[src/rtl/fifo_64to32_unpack_pkg.sv]
// Shared definitions for the 64<->32 FIFO width converters: state encoding and half-select
// constants, also used by fifo_32to64_pack.
package fifo_64to32_unpack_pkg;

   typedef enum logic [1:0] {
      StIdle   = 2'd0,
      StFirst  = 2'd1,
      StSecond = 2'd2
   } unpack_state_e;

   localparam logic HalfLow  = 1'b0;
   localparam logic HalfHigh = 1'b1;

   function automatic logic [31:0] select_half(input logic [63:0] word, input logic sel);
      return (sel == HalfHigh) ? word[63:32] : word[31:0];
   endfunction

endpackage

[src/rtl/fifo_64to32_unpack.sv]
// Pops 64-bit words from a FWFT FIFO and emits them as two 32-bit valid/ready beats.
// Define FIFO_UNPACK_CNT_EN to add the o_beat_cnt transfer counter.
module fifo_64to32_unpack
   import fifo_64to32_unpack_pkg::*;
#(
   parameter bit          HIGH_FIRST = 1'b1,
   parameter int unsigned CNT_W      = 16
) (
   input  logic             clk,
   input  logic             rst,
   input  logic [63:0]      i_fifo_data,
   input  logic             i_fifo_empty,
   output logic             o_fifo_rd_en,
   input  logic             i_flush,
   output logic [31:0]      o_data,
   output logic             o_valid,
`ifdef FIFO_UNPACK_CNT_EN
   output logic [CNT_W-1:0] o_beat_cnt,
`endif
   input  logic             i_ready
);

   localparam logic FirstSel  = HIGH_FIRST ? HalfHigh : HalfLow;
   localparam logic SecondSel = ~FirstSel;

   unpack_state_e state_q;
   logic [63:0]   hold_q;
   logic [31:0]   data_q;
   logic          valid_q;
   logic          pop;

   // Pop from IDLE, or from SECOND when its beat is being accepted (no bubble).
   always_comb begin
      pop = 1'b0;
      if (!rst && !i_flush && !i_fifo_empty) begin
         unique case (state_q)
            StIdle:   pop = 1'b1;
            StSecond: pop = i_ready;
            default:  pop = 1'b0;
         endcase
      end
   end

   always_ff @(posedge clk or posedge rst) begin
      if (rst) begin
         state_q <= StIdle;
         hold_q  <= '0;
         data_q  <= '0;
         valid_q <= 1'b0;
      end else if (i_flush) begin
         state_q <= StIdle;
         valid_q <= 1'b0;
      end else begin
         unique case (state_q)
            StIdle: begin
               if (pop) begin
                  hold_q  <= i_fifo_data;
                  data_q  <= select_half(i_fifo_data, FirstSel);
                  valid_q <= 1'b1;
                  state_q <= StFirst;
               end
            end
            StFirst: begin
               if (i_ready) begin
                  data_q  <= select_half(hold_q, SecondSel);
                  state_q <= StSecond;
               end
            end
            StSecond: begin
               if (i_ready) begin
                  if (pop) begin
                     hold_q  <= i_fifo_data;
                     data_q  <= select_half(i_fifo_data, FirstSel);
                     state_q <= StFirst;
                  end else begin
                     valid_q <= 1'b0;
                     state_q <= StIdle;
                  end
               end
            end
            default: begin
               valid_q <= 1'b0;
               state_q <= StIdle;
            end
         endcase
      end
   end

`ifdef FIFO_UNPACK_CNT_EN
   logic [CNT_W-1:0] cnt_q;

   // A beat presented during flush is dropped, not transferred.
   always_ff @(posedge clk or posedge rst) begin
      if (rst) begin
         cnt_q <= '0;
      end else if (valid_q && i_ready && !i_flush) begin
         cnt_q <= cnt_q + 1'b1;
      end
   end

   assign o_beat_cnt = cnt_q;
`endif

   assign o_fifo_rd_en = pop;
   assign o_data       = data_q;
   assign o_valid      = valid_q;

endmodule

[config.mk]
export PLATFORM = sky130hd
export DESIGN_NAME = fifo_64to32_unpack
export DESIGN_NICKNAME = d
export VERILOG_FILES = /design/src/rtl/fifo_64to32_unpack_pkg.sv /design/src/rtl/fifo_64to32_unpack.sv
export SDC_FILE = /design/constraint.sdc
export NUM_CORES = 1
export LEC_CHECK = 0
export BUFFER_PORTS_ARGS = -buffer_cell sky130_fd_sc_hd__buf_2
export CORE_ASPECT_RATIO = 1.75
export CORE_MARGIN = 2
export CORE_UTILIZATION = 25
export DETAILED_ROUTE_END_ITERATION = 8
export MAX_ROUTING_LAYER = met4
export PLACE_DENSITY = 0.5
export SYNTH_ARGS = -nofsm -noshare
export SYNTH_HDL_FRONTEND = slang
export SYNTH_SLANG_ARGS = --single-unit
export TNS_END_PERCENT = 10
[constraint.sdc]
create_clock -name clk -period 2.25 [get_ports clk]
set_input_delay 0.1125 -clock clk [delete_from_list [all_inputs] [get_ports clk]]
set_output_delay 0.1125 -clock clk [all_outputs]
set_load 0.03 [all_outputs]
After elaboration in Yosys (flattened, before gate mapping)
Index checks and enable logic that the tools add are counted.
{"block": "totals", "reg_bits": 99, "input_bits": 69, "output_inout_bits": 34}
{"block": "op_classes", "n_eq_ne": 9, "mux": 20, "n_bitwise": 1, "n_reduce_logical": 12}
{"op": "two-way mux 64 bit", "count": 2}
{"op": "case mux 64 bit (2 select lines)", "count": 1}
{"op": "two-way mux 32 bit", "count": 3}
{"op": "case mux 32 bit (3 select lines)", "count": 1}
{"op": "!= test 3 bit, second input constant", "count": 4}
{"op": "two-way mux 2 bit", "count": 4}
{"op": "AND reduction 4 bit", "count": 2}
{"op": "two-way mux 1 bit", "count": 6}
{"op": "!= test 2 bit, second input constant", "count": 3}
{"op": "case mux 2 bit (3 select lines)", "count": 1}
{"op": "AND reduction 3 bit", "count": 2}
{"op": "zero test 1 bit", "count": 3}
{"op": "case mux 1 bit (3 select lines)", "count": 1}
{"op": "nonzero test 3 bit", "count": 1}
{"op": "equality test 2 x 1 -> 1 bit, second input constant", "count": 1}
{"op": "equality test 2 bit, second input constant", "count": 1}
{"op": "logical AND 1 bit", "count": 2}
{"op": "zero test 2 bit", "count": 1}
{"op": "case mux 1 bit (2 select lines)", "count": 1}
{"op": "nonzero test 2 bit", "count": 1}
{"op": "inverter 1 bit", "count": 1}

Depth between registers and ports, before layout
{"block": "depth", "word_depth": 8, "mapped_depth": 5, "ltp_nobuf": 3}

Worst setup path before layout
No wires, ideal clock.
{"block": "synth_path", "path_type": "reg-to-reg", "from": "register state_q[0]", "to": "register hold_q[0]", "arrival_ps": 1758, "required_time_ps": 2125, "setup_slack_ps": 367, "path_stages_with_launch": 5, "period_less_slack_ps": 1883, "path_cell_list": "dfrtp_1 > or3_1 > nor3_4 > buf_4 > mux2_2"}
{"block": "synth_between", "elab_chain_cells": 6}
{"element": "start: declaration", "line_no": "fifo_64to32_unpack.sv:26", "source": "unpack_state_e state_q;"}
{"element": "start signal: assignment", "line_no": "fifo_64to32_unpack.sv:46", "source": "state_q <= StIdle;"}
{"element": "start signal: assignment", "line_no": "fifo_64to32_unpack.sv:51", "source": "state_q <= StIdle;"}
{"element": "start signal: assignment", "line_no": "fifo_64to32_unpack.sv:60", "source": "state_q <= StFirst;"}
{"element": "equality test 2 bit / zero test 2 bit (equally long branches)", "line_no": "fifo_64to32_unpack.sv:36", "source": "unique case (state_q)"}
{"element": "case mux 1 bit (2 select lines) (*)", "line_no": "fifo_64to32_unpack.sv:36"}
{"element": "two-way mux 1 bit (*)", "line_no": "fifo_64to32_unpack.sv:35", "source": "if (!rst && !i_flush && !i_fifo_empty) begin"}
{"element": "named net o_fifo_rd_en", "line_no": "fifo_64to32_unpack.sv:13", "source": "output logic o_fifo_rd_en,"}
{"element": "two-way mux 64 bit (*)"}
{"element": "two-way mux 64 bit"}
{"element": "case mux 64 bit (2 select lines) (*)", "line_no": "fifo_64to32_unpack.sv:54", "source": "unique case (state_q)"}
{"element": "end signal: assignment", "line_no": "fifo_64to32_unpack.sv:57", "source": "hold_q <= i_fifo_data;"}
{"element": "end signal: assignment", "line_no": "fifo_64to32_unpack.sv:72", "source": "hold_q <= i_fifo_data;"}
{"element": "end: declaration", "line_no": "fifo_64to32_unpack.sv:27", "source": "logic [63:0] hold_q;"}
The timed path passes the listed nets; every way through them passes the cells marked *. The select of a mux whose other input is x is not followed.
A chain may end at the register's enable or synchronous reset.

Worst setup path after layout
{"block": "layout_path", "from": "register state_q[0]", "to": "register data_q[19], in the netlist o_data[19]"}
{"block": "layout_between", "elab_chain_cells": 6}
{"element": "equality test 2 bit / zero test 2 bit (equally long branches)", "line_no": "fifo_64to32_unpack.sv:36, fifo_64to32_unpack.sv:54"}
{"element": "case mux 1 bit (2 select lines)", "line_no": "fifo_64to32_unpack.sv:36"}
{"element": "two-way mux 1 bit", "line_no": "fifo_64to32_unpack.sv:35"}
{"element": "two-way mux 32 bit (2 in a row)"}
{"element": "case mux 32 bit (3 select lines)", "line_no": "fifo_64to32_unpack.sv:54"}
{"element": "end signal: assignment", "line_no": "fifo_64to32_unpack.sv:58", "source": "data_q <= select_half(i_fifo_data, FirstSel);"}
{"element": "end signal: assignment", "line_no": "fifo_64to32_unpack.sv:65", "source": "data_q <= select_half(hold_q, SecondSel);"}
{"element": "end signal: assignment", "line_no": "fifo_64to32_unpack.sv:73", "source": "data_q <= select_half(i_fifo_data, FirstSel);"}
{"element": "end: declaration", "line_no": "fifo_64to32_unpack.sv:28", "source": "logic [31:0] data_q;"}
Parallel ways exist; a longest one is shown, timed or not. The select of a mux whose other input is x is not followed.

==> out/metrics.yaml <==
drv_cap: 0
crit-reg2reg-launch: "state_q[0]"
cts_tree: "yes"
synth_nets: 262
ant_nets: 0
synth_warnings: 0
ys_types: 20
synthSimpleGateAreaFrac_pct: 2.69
ir_drop_mv: 0.449
antenna_found_initial: 0
drive_above_1_share_pct: 70.2
grt_max_degree: 36
antenna_cells: 0
rr_worst_depth: 4
r2r_end: "o_data[19]"
place_congestion: 0.762
netlist_area_sq_mm: 0.00298
place_inst: 427
cts_resized: 0
fin_crit_ns: 2.03
p_per_area_mw_per_mm2: 1030
setup_violations: 0
wire_per_inst_um: 14.9
clock-skew-final_ns: 0.00713
synth_adder_area_share_pct: 0
finalMaxSlewViolations: 0
cts_sinks: 67
status: "completed"
portBuffers: 102
synth_compound_area_share_pct: 1.93
coreArea_sq_mm: 0.0116
yosysTopAreaCell: "dfrtp_1"
grt_pass1_vias: 2222
grt_setup_unrepaired: "no"
grt_pass1_wl_mm: 11.0
synth-xor-area-share_pct: 0
path_cells: "or4b_4 -> a31oi_4 -> buf_4 -> mux2_2"
grt.total_usage_pct: 11.8
wl_mm: 6.73
avgSynthCellArea_sq_um: 15.4
crit_buf_inv: 1
leakage_nw: 1.86
worst_slack_ns: 0.220
synth_seq_area_share_pct: 56.2
ys_top_cells_by_area: "dfrtp_1 (56%), mux2_2 (34%), mux2_1 (2.3%)"
htreeDepth: 3
route.detailed.drc: 0
worst_setup_path_start_kind: "register"
max_freq_mhz: 493
die-area_sq_mm: 0.0129
dpl.hpwl_mm: 5.04
cpMaxStageDelayCell: "or4b_4"
cp_slowest_stage_delay_ns: 0.58
synth_top_family_by_area: "multiplexers"
finalCritPeriodShare_pct: 90.2
cp.depth: 4
ys_ff_latch: 67
relSlewSlack_pct: 70.2
cts_buffers: 9
dp_slack_ns: 0.213
regToRegSetupSlack_ns: 0.22
critPathTopFamily: "simple AND/OR/NAND/NOR gates"
hp-class: "in -> reg"
rows: 52
netlist.area_leader.share_pct: 56.2
route.met2.wl_mm: 3.88
worstSetupPathType: "reg -> reg"
via_per_inst: 4.44
syn_to_final_growth_pct: 36.5
dr.pass1.iters: 3
crit_arrival_ns: 2.24
die_y_um: 148
clock_latency_ns: 0.33
wl_met3_um: 255
final.setup.tns_ns: 0
final_nets: 380
worstPathMaxFanout: 16
hold_viol: 0
crit_start: "state_q[0]"
io-pin-count: 103
worst_slew_pin_slew_ns: 0.447
overflow: 0
synth_mux_area_share_pct: 36.3
synthCells: 193
required_ns: 2.46
worst_hold_slack_ns: 0.0153
vias: 1999
start_util_pct: 25.7
root_buffer: "clkbuf_16"
cp-end-kind: "register"
cp-endpoint: "o_data[19]"
cts.reportedPaths.clkPinSlew_ns: 0.06
cts.path.max_buffers: 2
stdcell_count: 450
routed.top_layer: "met4"
wirelength_met1_mm: 2.45
drt_iter0_markers: 33
die_width_um: 86.6
[through the flow]
stage / total power, W / util [%] / area, sq um
5_1_grt: 0.00444 / 35.1 / 4070
2_1_floorplan: 0.00239 / - / 2980
6_report: 0.00420 / 35.1 / 4070
3_5_place_dp: 0.00275 / 31.7 / 3670
4_1_cts: 0.00429 / 35.1 / 4070
3_3_place_gp: 0.00273 / 31.7 / 3670
[worst min path at each step]
stage	startpoint	to	cells past startpoint
after CTS	i_fifo_data[18]	hold_q[18]	2
after global routing	i_fifo_data[9]	hold_q[9]	2
after detailed placement	rst	o_data[7]	3
after floorplan	i_fifo_data[12]	hold_q[12]	1
final	i_fifo_data[0]	hold_q[0]	2
after global placement	rst	o_data[11]	3
[registers in the layout, indices dropped and copies added, names as in the netlist]
name	flops
o_data	32
state_q	2
o_valid	1
hold_q	32
[Yosys cell counts]
cell and n:
mux2_2 90, dfrtp_1 67, mux2_1 6, clkbuf_1 5, buf_4 3, buf_6 3
inv_1 3, a21oi_1 2, nand2b_1 2, or3_1 2, a31o_2 1, a31oi_4 1
a32o_1 1, nand3b_1 1, nor2_1 1, nor2b_1 1, nor3_4 1, o31ai_1 1
or4_1 1, or4b_4 1
[power breakdown]
part	total, W	internal [W]	switching [W]
sequential	0.00165	0.00150	0.000146
clock	0.00148	0.000989	0.000495
combinational	0.00107	0.000467	0.000599
[cell families after synthesis]
family                 Yosys count
AO/OA/AOI/OAI                    6
buffers and inverters           14
flip-flops                      67
multiplexers                    96
AND/OR/NAND/NOR                 10
[placed cells by master, fill, tap and decap left out]
cell / n
buf_2: 102
mux2_2: 90
dfrtp_1: 67
clkbuf_16: 9
dlygate4sd3_1: 8
mux2_1: 6
buf_4: 6
or3_1: 2
inv_1: 2
a21oi_1: 2
clkinv_2: 2
bufinv_16: 2
buf_12: 2
nand2b_2: 1
or4_1: 1
nand3b_1: 1
or4b_4: 1
a31oi_4: 1
nor2b_1: 1
nor3_4: 1
inv_2: 1
nor2_1: 1
a31o_2: 1
nand2b_1: 1
o31ai_1: 1
a32o_1: 1
clkbuf_8: 1
clkinvlp_4: 1
[layer usage]
metal	vias to the layer above	GRT usage, %
met3	6	3.05
met1	996	12.2
met2	56	20.3
li1	941	-
met4	0	5.86
met5	-	-
[cell type report]
cell class                      count  area [sq um]
Multi-Input combinational cell    112          1220
Clock inverter                      5          77.6
Clock buffer                       10           239
Inverter                            3          11.3
Sequential cell                    67          1680
Tap cell                          135           169
Timing Repair Buffer              118           676
Fill cell                        1153          7510
[repair_timing]
item / in CTS / in global routing
hold endpoints to repair: 74 / 0
buffers inserted: 0 / 0
hold buffers: 8 / 0
Note: power is estimated with default switching activity, not from simulation.
